### src/rtl/int_arb_ctrl.sv
// Interrupt arbiter/sequencer: pending capture, arbitration and entry/mret FSM toward ctrl and the CSR file.
// Optional macro INT_ARB_RR_EN selects round-robin arbitration; the default is fixed lowest-index priority.
module int_arb_ctrl #(
  parameter int                 NUM_IRQ    = 8,
  parameter int                 ID_W       = 3,
  parameter logic [NUM_IRQ-1:0] IRQ_EDGE   = '0,
  parameter int                 CAUSE_BASE = 16
) (
  input  logic               clk,
  input  logic               rstn,
  input  logic [NUM_IRQ-1:0] irq_src,
  input  logic               csr_int_mie,
  input  logic [NUM_IRQ-1:0] csr_int_irq_en,
  input  logic [31:0]        csr_int_mtvec,
  input  logic [31:0]        csr_int_epc,
  input  logic               ctrl_int_valid,
  input  logic               ctrl_int_mret,
  input  logic [31:0]        ctrl_int_epc,
  input  logic               jtag_irq,
  output logic               int_ctrl_pcen,
  output logic [31:0]        int_ctrl_pc,
  output logic               int_ctrl_flush_req,
  output logic               int_csr_ena,
  output logic [31:0]        int_csr_epc,
  output logic [31:0]        int_csr_ecause,
  output logic               int_csr_mret,
  output logic [NUM_IRQ-1:0] int_csr_pend,
  output logic               int_busy,
  output logic [ID_W-1:0]    int_claim_id
);

  typedef enum logic [2:0] {S_IDLE, S_ARM, S_TAKE, S_HANDLER, S_RET} state_t;

  state_t             state_reg, state_next;
  logic [ID_W-1:0]    claim_reg, claim_next, winner;
  logic [NUM_IRQ-1:0] pend, req;
  logic               any_req;

  logic               pcen_next, ena_next, mret_next, flush_next, busy_next;
  logic [31:0]        pc_next, epc_next, ecause_next;
  logic [30:0]        cause_code;

  // Edge sources keep their own history/pending flops; level sources are plain wires.
  generate
    for (genvar gi = 0; gi < NUM_IRQ; gi++) begin : g_src
      if (IRQ_EDGE[gi]) begin : g_edge
        logic hist_reg, pend_reg, rise, clr;
        assign rise = irq_src[gi] & ~hist_reg;
        assign clr  = (state_reg == S_TAKE) && (claim_reg == ID_W'(gi));
        assign pend[gi] = pend_reg | rise;
        always_ff @(posedge clk or negedge rstn) begin
          if (!rstn) begin
            hist_reg <= 1'b0;
            pend_reg <= 1'b0;
          end else begin
            hist_reg <= irq_src[gi];
            pend_reg <= rise | (pend_reg & ~clr);
          end
        end
      end else begin : g_level
        assign pend[gi] = irq_src[gi];
      end
    end
  endgenerate

  assign req          = pend & csr_int_irq_en;
  assign any_req      = csr_int_mie & (|req) & ~jtag_irq;
  assign int_csr_pend = pend;
  assign int_claim_id = claim_reg;

`ifdef INT_ARB_RR_EN
  logic [ID_W-1:0] ptr_reg, win_hi, win_lo;
  logic            found_hi;

  // Prefer the lowest request above the last grant, else wrap to the lowest overall.
  always_comb begin
    win_hi   = '0;
    win_lo   = '0;
    found_hi = 1'b0;
    for (int i = NUM_IRQ - 1; i >= 0; i--) begin
      if (req[i]) win_lo = ID_W'(i);
      if (req[i] && (ID_W'(i) > ptr_reg)) begin
        win_hi   = ID_W'(i);
        found_hi = 1'b1;
      end
    end
    winner = found_hi ? win_hi : win_lo;
  end

  always_ff @(posedge clk or negedge rstn) begin
    if (!rstn)                    ptr_reg <= ID_W'(NUM_IRQ - 1);
    else if (state_reg == S_TAKE) ptr_reg <= claim_reg;
  end
`else
  always_comb begin
    winner = '0;
    for (int i = NUM_IRQ - 1; i >= 0; i--) begin
      if (req[i]) winner = ID_W'(i);
    end
  end
`endif

  always_ff @(posedge clk or negedge rstn) begin
    if (!rstn) begin
      state_reg <= S_IDLE;
      claim_reg <= '0;
    end else begin
      state_reg <= state_next;
      claim_reg <= claim_next;
    end
  end

  always_comb begin
    state_next = state_reg;
    claim_next = claim_reg;
    case (state_reg)
      S_IDLE: begin
        if (ctrl_int_valid && ctrl_int_mret) begin
          state_next = S_RET;
        end else if (any_req) begin
          claim_next = winner;
          state_next = S_ARM;
        end
      end
      S_ARM: begin
        if (!any_req) begin
          state_next = S_IDLE;
        end else begin
          claim_next = winner;
          if (ctrl_int_valid) state_next = S_TAKE;
        end
      end
      S_TAKE:    state_next = S_HANDLER;
      S_HANDLER: if (ctrl_int_valid && ctrl_int_mret) state_next = S_RET;
      S_RET:     state_next = S_IDLE;
      default:   state_next = S_IDLE;
    endcase
  end

  // Outputs are decoded from the next state and registered so they line up with the state they belong to.
  always_comb begin
    cause_code  = 31'(CAUSE_BASE) + 31'(claim_next);
    pcen_next   = 1'b0;
    ena_next    = 1'b0;
    mret_next   = 1'b0;
    busy_next   = 1'b0;
    pc_next     = '0;
    epc_next    = '0;
    ecause_next = '0;
    flush_next  = (state_next == S_TAKE) || (state_next == S_RET) ||
                  (state_reg == S_TAKE) || (state_reg == S_RET);
    case (state_next)
      S_TAKE: begin
        pcen_next   = 1'b1;
        ena_next    = 1'b1;
        epc_next    = ctrl_int_epc + 32'd4;
        ecause_next = {1'b1, cause_code};
        pc_next     = {csr_int_mtvec[31:2], 2'b00} +
                      ((csr_int_mtvec[1:0] == 2'b01) ? {cause_code[29:0], 2'b00} : 32'd0);
      end
      S_RET: begin
        pcen_next = 1'b1;
        mret_next = 1'b1;
        pc_next   = csr_int_epc;
      end
      S_HANDLER: busy_next = 1'b1;
      default: ;
    endcase
  end

  always_ff @(posedge clk or negedge rstn) begin
    if (!rstn) begin
      int_ctrl_pcen      <= 1'b0;
      int_ctrl_pc        <= '0;
      int_ctrl_flush_req <= 1'b0;
      int_csr_ena        <= 1'b0;
      int_csr_epc        <= '0;
      int_csr_ecause     <= '0;
      int_csr_mret       <= 1'b0;
      int_busy           <= 1'b0;
    end else begin
      int_ctrl_pcen      <= pcen_next;
      int_ctrl_pc        <= pc_next;
      int_ctrl_flush_req <= flush_next;
      int_csr_ena        <= ena_next;
      int_csr_epc        <= epc_next;
      int_csr_ecause     <= ecause_next;
      int_csr_mret       <= mret_next;
      int_busy           <= busy_next;
    end
  end

endmodule

### config.mk
export PLATFORM = sky130hd
export DESIGN_NAME = int_arb_ctrl
export DESIGN_NICKNAME = d
export VERILOG_FILES = /design/src/rtl/int_arb_ctrl.sv
export SDC_FILE = /design/constraint.sdc
export NUM_CORES = 1
export LEC_CHECK = 0
export CAP_MARGIN = 40
export CORE_ASPECT_RATIO = 0.9
export CORE_MARGIN = 10
export CORE_UTILIZATION = 40
export DETAILED_ROUTE_END_ITERATION = 16
export PLACE_DENSITY = 0.85
export SYNTH_ARGS = -nofsm -noshare
export SYNTH_HDL_FRONTEND = slang
export SYNTH_SLANG_ARGS = --single-unit
### constraint.sdc
create_clock -name clk -period 4.1 [get_ports clk]
set_input_delay 0.82 -clock clk [delete_from_list [all_inputs] [get_ports clk]]
set_output_delay 0.82 -clock clk [all_outputs]
set_load 0.05 [all_outputs]
* Yosys cells after proc, flatten, opt, wreduce, memory -nomap -nowiden
Cells that the tools add are included.
** Storage, ports and cells
- Bits in registers :: 107
- Input port bits :: 118
- Output and inout port bits :: 112
- Logic and storage cells :: 57
** Cells by class
- Eq/ne operators :: 8
- Reductions and logical operators :: 7
- Bitwise gates (word level) :: 4
- Add/sub/neg operators :: 3
- Muxes and demuxes :: 25
** Operator list (number)
- $mux W32 :: 2
- $pmux W32 S2 :: 1
- $mux W3 :: 15
- $add A32 B3 Y32 const B :: 1
- $add A32 B8 Y32 :: 1
- $eq A3 B2 Y1 const B :: 4
- $pmux W3 S4 :: 1
- $and A8 B8 Y8 :: 1
- $mux W8 :: 1
- $reduce_or A8 Y1 :: 1
- $add A5 B3 Y6 const A :: 1
- $eq A3 B3 Y1 const B :: 2
- $pmux W3 S2 :: 1
- $mux W1 :: 4
- $eq A3 B1 Y1 const B :: 1
- $logic_not A3 Y1 :: 1
- $logic_or A1 B1 Y1 :: 3
- $and A1 B1 Y1 :: 2
- $eq A2 B1 Y1 const B :: 1
- $reduce_or A2 Y1 :: 1
- $logic_and A1 B1 Y1 :: 1
- $not A1 Y1 :: 1

* Depth between registers and ports, before layout
- Depth after elaboration :: 16
- Gate-level depth with buffers :: 14
- Gate-level depth less buffers :: 13

* Least setup slack after synthesis
Ideal clock, no wire load.
- Path kind :: input port to flip-flop
- Start :: input jtag_irq
- End :: register int_ctrl_pc[28]
- Setup time :: 0.077 ns
- Path slack :: 0.733 ns
- Arrival time :: 3.291 ns
- Data required time :: 4.023 ns
- Stages :: 14
- Buffers on the path :: 1
- Cells stage by stage :: nor4b_1 -> o21a_1 -> and2_1 -> a31oi_1 -> nor2_1 -> ha_1 -> inv_1 -> fa_1 -> nor2b_1 -> o211a_1 -> clkbuf_1 -> o2111ai_1 -> xor2_1 -> o21ai_1
** On the way
- Longest elaborated chain between the ends :: 9
- Elaborated cells on any way between the ends :: 15
- Classes of those cells :: 2 x add/sub; 2 x eq/ne; 9 x mux; 2 x bitwise
** RTL lines
- start: declaration :: RTL line 19 : input logic jtag_irq,
- $not A1 Y1 (*) :: RTL line 67 : assign any_req = csr_int_mie & (|req) & ~jtag_irq;
- $and A1 B1 Y1 (*) :: RTL line 67
- $mux W3 :: RTL line 120, 126
- $mux W3 :: RTL line 118 : if (ctrl_int_valid && ctrl_int_mret) begin
- $pmux W3 S2 :: RTL line 116 : case (state_reg)
- $add A5 B3 Y6 :: RTL line 142 : cause_code = 31'(CAUSE_BASE) + 31'(claim_next);
- $mux W8 :: RTL line 159 : ((csr_int_mtvec[1:0] == 2'b01) ? {cause_code[29:0], 2'b00} : 32'd0);
- $add A32 B8 Y32 :: RTL line 158 : pc_next = {csr_int_mtvec[31:2], 2'b00} +
- $pmux W32 S2 (*) :: RTL line 152 : case (state_next)
- net pc_next[28] :: RTL line 40 : logic [31:0] pc_next, epc_next, ecause_next;
- end signal: assignment :: RTL line 183 : int_ctrl_pc <= pc_next;
- end: declaration :: RTL line 21 : output logic [31:0] int_ctrl_pc,
Mark *: on every way through the listed nets, which the timed path passes. The rest lies on a longest branch.

* Worst setup path in the final report
- Start :: input csr_int_mie
- End :: register int_ctrl_pc[28]
** On the way
- Longest elaborated chain between the ends :: 9
- Elaborated cells on any way between the ends :: 15
- Classes of those cells :: 2 x add/sub; 2 x eq/ne; 9 x mux; 2 x bitwise
** RTL lines
- start: declaration :: RTL line 12 : input logic csr_int_mie,
- $and A1 B1 Y1 (*) (2 in a row) :: RTL line 67
- $mux W3 :: RTL line 120, 126
- $mux W3 :: RTL line 118
- $pmux W3 S2 :: RTL line 116
- $add A5 B3 Y6 :: RTL line 142
- $mux W8 :: RTL line 159
- $add A32 B8 Y32 :: RTL line 158
- $pmux W32 S2 (*) :: RTL line 152
- net pc_next[28] :: RTL line 40
Marked as above.

==> results.yml <==
placed_design:
  placement.setup.worst_slack_ps: -46.6
  place.detailed.hpwl_mm: 11.9
  dpl-instance-area_sq_um: 6310
  gp_congestion: 0.873
  port-buffer-count: 202
floorplan:
  design.portCount: 230
  floorplan.initialDensity_pct: 41.4
  die-area_sq_um: 15300
  die_height_um: 118
  rows: 35
  core_sq_um: 10400
  die_w_um: 129
setup_path:
  critPathMaxFanout: 12
  worstSetupPathType: "input port to flip-flop"
  r2r.worst_path.cells: 13
  worst_setup_path_start_kind: "input port"
  r2r-end: "int_ctrl_pc[28]"
  critPathCaptureType: "flip-flop"
  reg2reg_setup_slack_ps: 710
  cp.required_ps: 4300
  worst-endpoint-arrival_ps: 4040
  critical_path.reg2reg.startpoint: "state_reg[2]"
yosys:
  synth_simple_gate_area_share_pct: 22.0
  synth_top_cell_area_share_pct: 45.4
  synth_top_family_by_area: "simple AND/OR/NAND/NOR gates"
  synth_area_in_compound_gates_pct: 9.86
  synthesis.area_per_instance_sq_um: 9.56
  synth_edf_count: 0
  synth-xor-area-share_pct: 11.8
  synth-seq-cells: 78
  synth_warnings: 0
  ys_async_sr_fraction_pct: 100
  synth.lib_cells_used.distinct: 50
  synthesis.area_sq_um: 4300
  yosysTopAreaCell: "sky130_fd_sc_hd__dfrtp_1"
  synth_sequential_area_ratio_pct: 45.4
  synthMuxAreaShare_pct: 0
  synthTopCellsByArea: "sky130_fd_sc_hd__dfrtp_1, sky130_fd_sc_hd__xor2_1, sky130_fd_sc_hd__buf_4"
  post_synth_inst_count: 450
  ys_flop_type: "sky130_fd_sc_hd__dfrtp_1"
  synthAdderAreaFrac_pct: 2.15
global_routing:
  grt_overflow: 0
  antenna_found_initial: 2
  globalRoute.busiestLayer: "met2"
  groute.layer.met2.usage_pct: 31.8
  first_pass_grt_wire_length_mm: 22.5
  grt_pass1_vias: 4224
  gr-usage-met1_pct: 20.3
  grt.total_usage_pct: 18.3
  grt_start_max_net_pins: 66
  grt_util_met3_pct: 5.23
sta:
  final-setup-viol-count: 0
  setup_repair_after_global_routing_missed_its_margin: "no"
  worst_clock_skew_ps: 4.99
  finalMaxSlewViolations: 0
  finalWorstPathRequiredPeriod_ps: 3840
  final_min_period_over_clock_period_pct: 93.7
  finalHoldViolations: 0
  worst_slew_pin_slew_ps: 871
  max_clock_freq_ghz: 0.260
  final.setup.worst_slack_ps: 260
  slew-limit-headroom_pct: 41.4
layout:
  post_route_cells_drive_above_1_share_pct: 5.10
  commonest_cells_after_routing_fill_and_taps_aside: "sky130_fd_sc_hd__clkdlybuf4s50_1, sky130_fd_sc_hd__dfrtp_1, sky130_fd_sc_hd__nand2_1"
  flow.area_growth_from_synthesis_pct: 53.7
  fin_nets: 766
  post-route-cell-area_sq_um: 6610
  largest_registers: "int_csr_epc x32, int_ctrl_pc x32, int_csr_ecause x4"
  layout.cells.most_common: "sky130_fd_sc_hd__clkdlybuf4s50_1"
power_and_ir_drop:
  total_leakage_power_nw: 2.72
  pwr-share-comb_pct: 34.1
  vdd.ir_drop.worst_mv: 0.288
  power.sequential.fraction_pct: 34.8
  netSwitchingPower_w: 0.000914
  internal_power_w: 0.00163
  power.density_cell_area_nw_per_um2: 385
  p_sw_share_pct: 35.9
  clock_power_share_pct: 31.1
detailed_routing:
  first_iter_violations: 249
  drt_first_pass_iters: 4
  post_drt_via_cell_ratio: 5.12
  antenna_violating_nets_post_route: 0
  detail_route.wirelength_mm: 14.7
  post-route-drc-count: 0
  via_count: 3981
  wl_per_cell_um: 18.9
run:
  timing.max_cap.violations: 0
clock_tree:
  ctsLongestPathBuffers: 2
  clkSinkCount: 78
  clkSlewWorstSetupHoldPaths_ps: 60
  h-tree-depth: 3
  clk-insertion-delay-late_ps: 330
  hold_buffers: 0
  post_cts_resize_count: 0
  cts_tree: "yes"
  clock_tree.root_cell: "sky130_fd_sc_hd__clkbuf_16"
  numCtsBuffers: 9
  postCtsSetupRepairBufs: 0
hold_path:
  hold_class: "input port to async pin"
outcome:
  run_status: "finished clean"
cell type report:
cell class	instances	area (sq um)
fillers	855	3770
multi-input cells	335	2080
repair buffers	207	2080
flip-flops and latches	78	1950
clock buffers	10	229
well taps	129	161
clock inverters	6	70.1
inverters	11	41.3
diodes	2	5.00
Yosys cell counts, types with 3 or more instances:
cell,number
sky130_fd_sc_hd__buf_4,37
sky130_fd_sc_hd__xnor2_1,19
sky130_fd_sc_hd__o21ai_1,31
sky130_fd_sc_hd__inv_1,9
sky130_fd_sc_hd__clkbuf_1,15
sky130_fd_sc_hd__o211ai_1,7
sky130_fd_sc_hd__xor2_1,39
sky130_fd_sc_hd__dfrtp_1,78
sky130_fd_sc_hd__and2_1,12
sky130_fd_sc_hd__nand3_1,16
sky130_fd_sc_hd__o2111ai_1,5
sky130_fd_sc_hd__nor2_1,42
sky130_fd_sc_hd__nand2_1,50
sky130_fd_sc_hd__ha_1,5
sky130_fd_sc_hd__nand4_1,17
sky130_fd_sc_hd__a22oi_1,4
sky130_fd_sc_hd__nor4_4,3
sky130_fd_sc_hd__nor2b_1,3
sky130_fd_sc_hd__nor3_1,8
sky130_fd_sc_hd__nor4_1,3
sky130_fd_sc_hd__and3_1,8
sky130_fd_sc_hd__and4_1,4
per-stage QoR:
stage	hold slack, ps	setup TNS, ps	total power (W)	cells	utilization (%)
2_1_floorplan	513	0	0.00142	476	-
3_3_place_gp	543	0	0.00175	759	60.5
3_5_place_dp	569	-201	0.00177	760	60.8
4_1_cts	343	0	0.00258	776	63.7
5_1_grt	343	0	0.00266	778	63.7
6_report	344	0	0.00254	778	63.7
cells by family after synthesis:
family / Yosys count
flops: 78
buf+inv: 63
xor+xnor: 58
compound gates: 65
fa+ha+maj: 7
simple gates: 178
other cells: 1
how the worst max path moves through the flow:
stage,start,end
6_report,csr_int_mie,int_ctrl_pc[28]
5_1_grt,csr_int_mie,int_ctrl_pc[26]
4_1_cts,csr_int_mie,int_ctrl_pc[14]
3_5_place_dp,csr_int_mie,int_ctrl_pc[14]
3_3_place_gp,csr_int_mie,int_ctrl_pc[30]
2_1_floorplan,jtag_irq,int_ctrl_pc[28]
routing by layer:
metal | vias up | part of all wire, %
met1 | 1884 | 38
met3 | 27 | 8.1
met2 | 189 | 51
li1 | 1881 | -
met4 | 0 | 3.1
met5 | - | 0
critical path: stages:
cell and delay (ps):
sky130_fd_sc_hd__clkdlybuf4s50_1 490, sky130_fd_sc_hd__nor4b_1 450, sky130_fd_sc_hd__o21a_1 230, sky130_fd_sc_hd__and2_1 150, sky130_fd_sc_hd__a31oi_1 130, sky130_fd_sc_hd__nor2_1 120, sky130_fd_sc_hd__ha_1 190, sky130_fd_sc_hd__inv_1 60
sky130_fd_sc_hd__fa_1 390, sky130_fd_sc_hd__nor2b_1 170, sky130_fd_sc_hd__o211a_2 390, sky130_fd_sc_hd__o2111ai_1 160, sky130_fd_sc_hd__xor2_1 200, sky130_fd_sc_hd__o21ai_1 80
power by group through the flow:
| stage | Clock [W] | Combinational [W] | Sequential (W) |
|---|---|---|---|
| 2_1_floorplan | 0 | 0.000282 | 0.00114 |
| 5_1_grt | 0.000849 | 0.000919 | 0.000893 |
| 4_1_cts | 0.000816 | 0.000874 | 0.000885 |
| 3_3_place_gp | 0 | 0.000854 | 0.000896 |
| 6_report | 0.000791 | 0.000869 | 0.000885 |
| 3_5_place_dp | 0 | 0.000871 | 0.000899 |
Power figures use the tool's default switching activity.
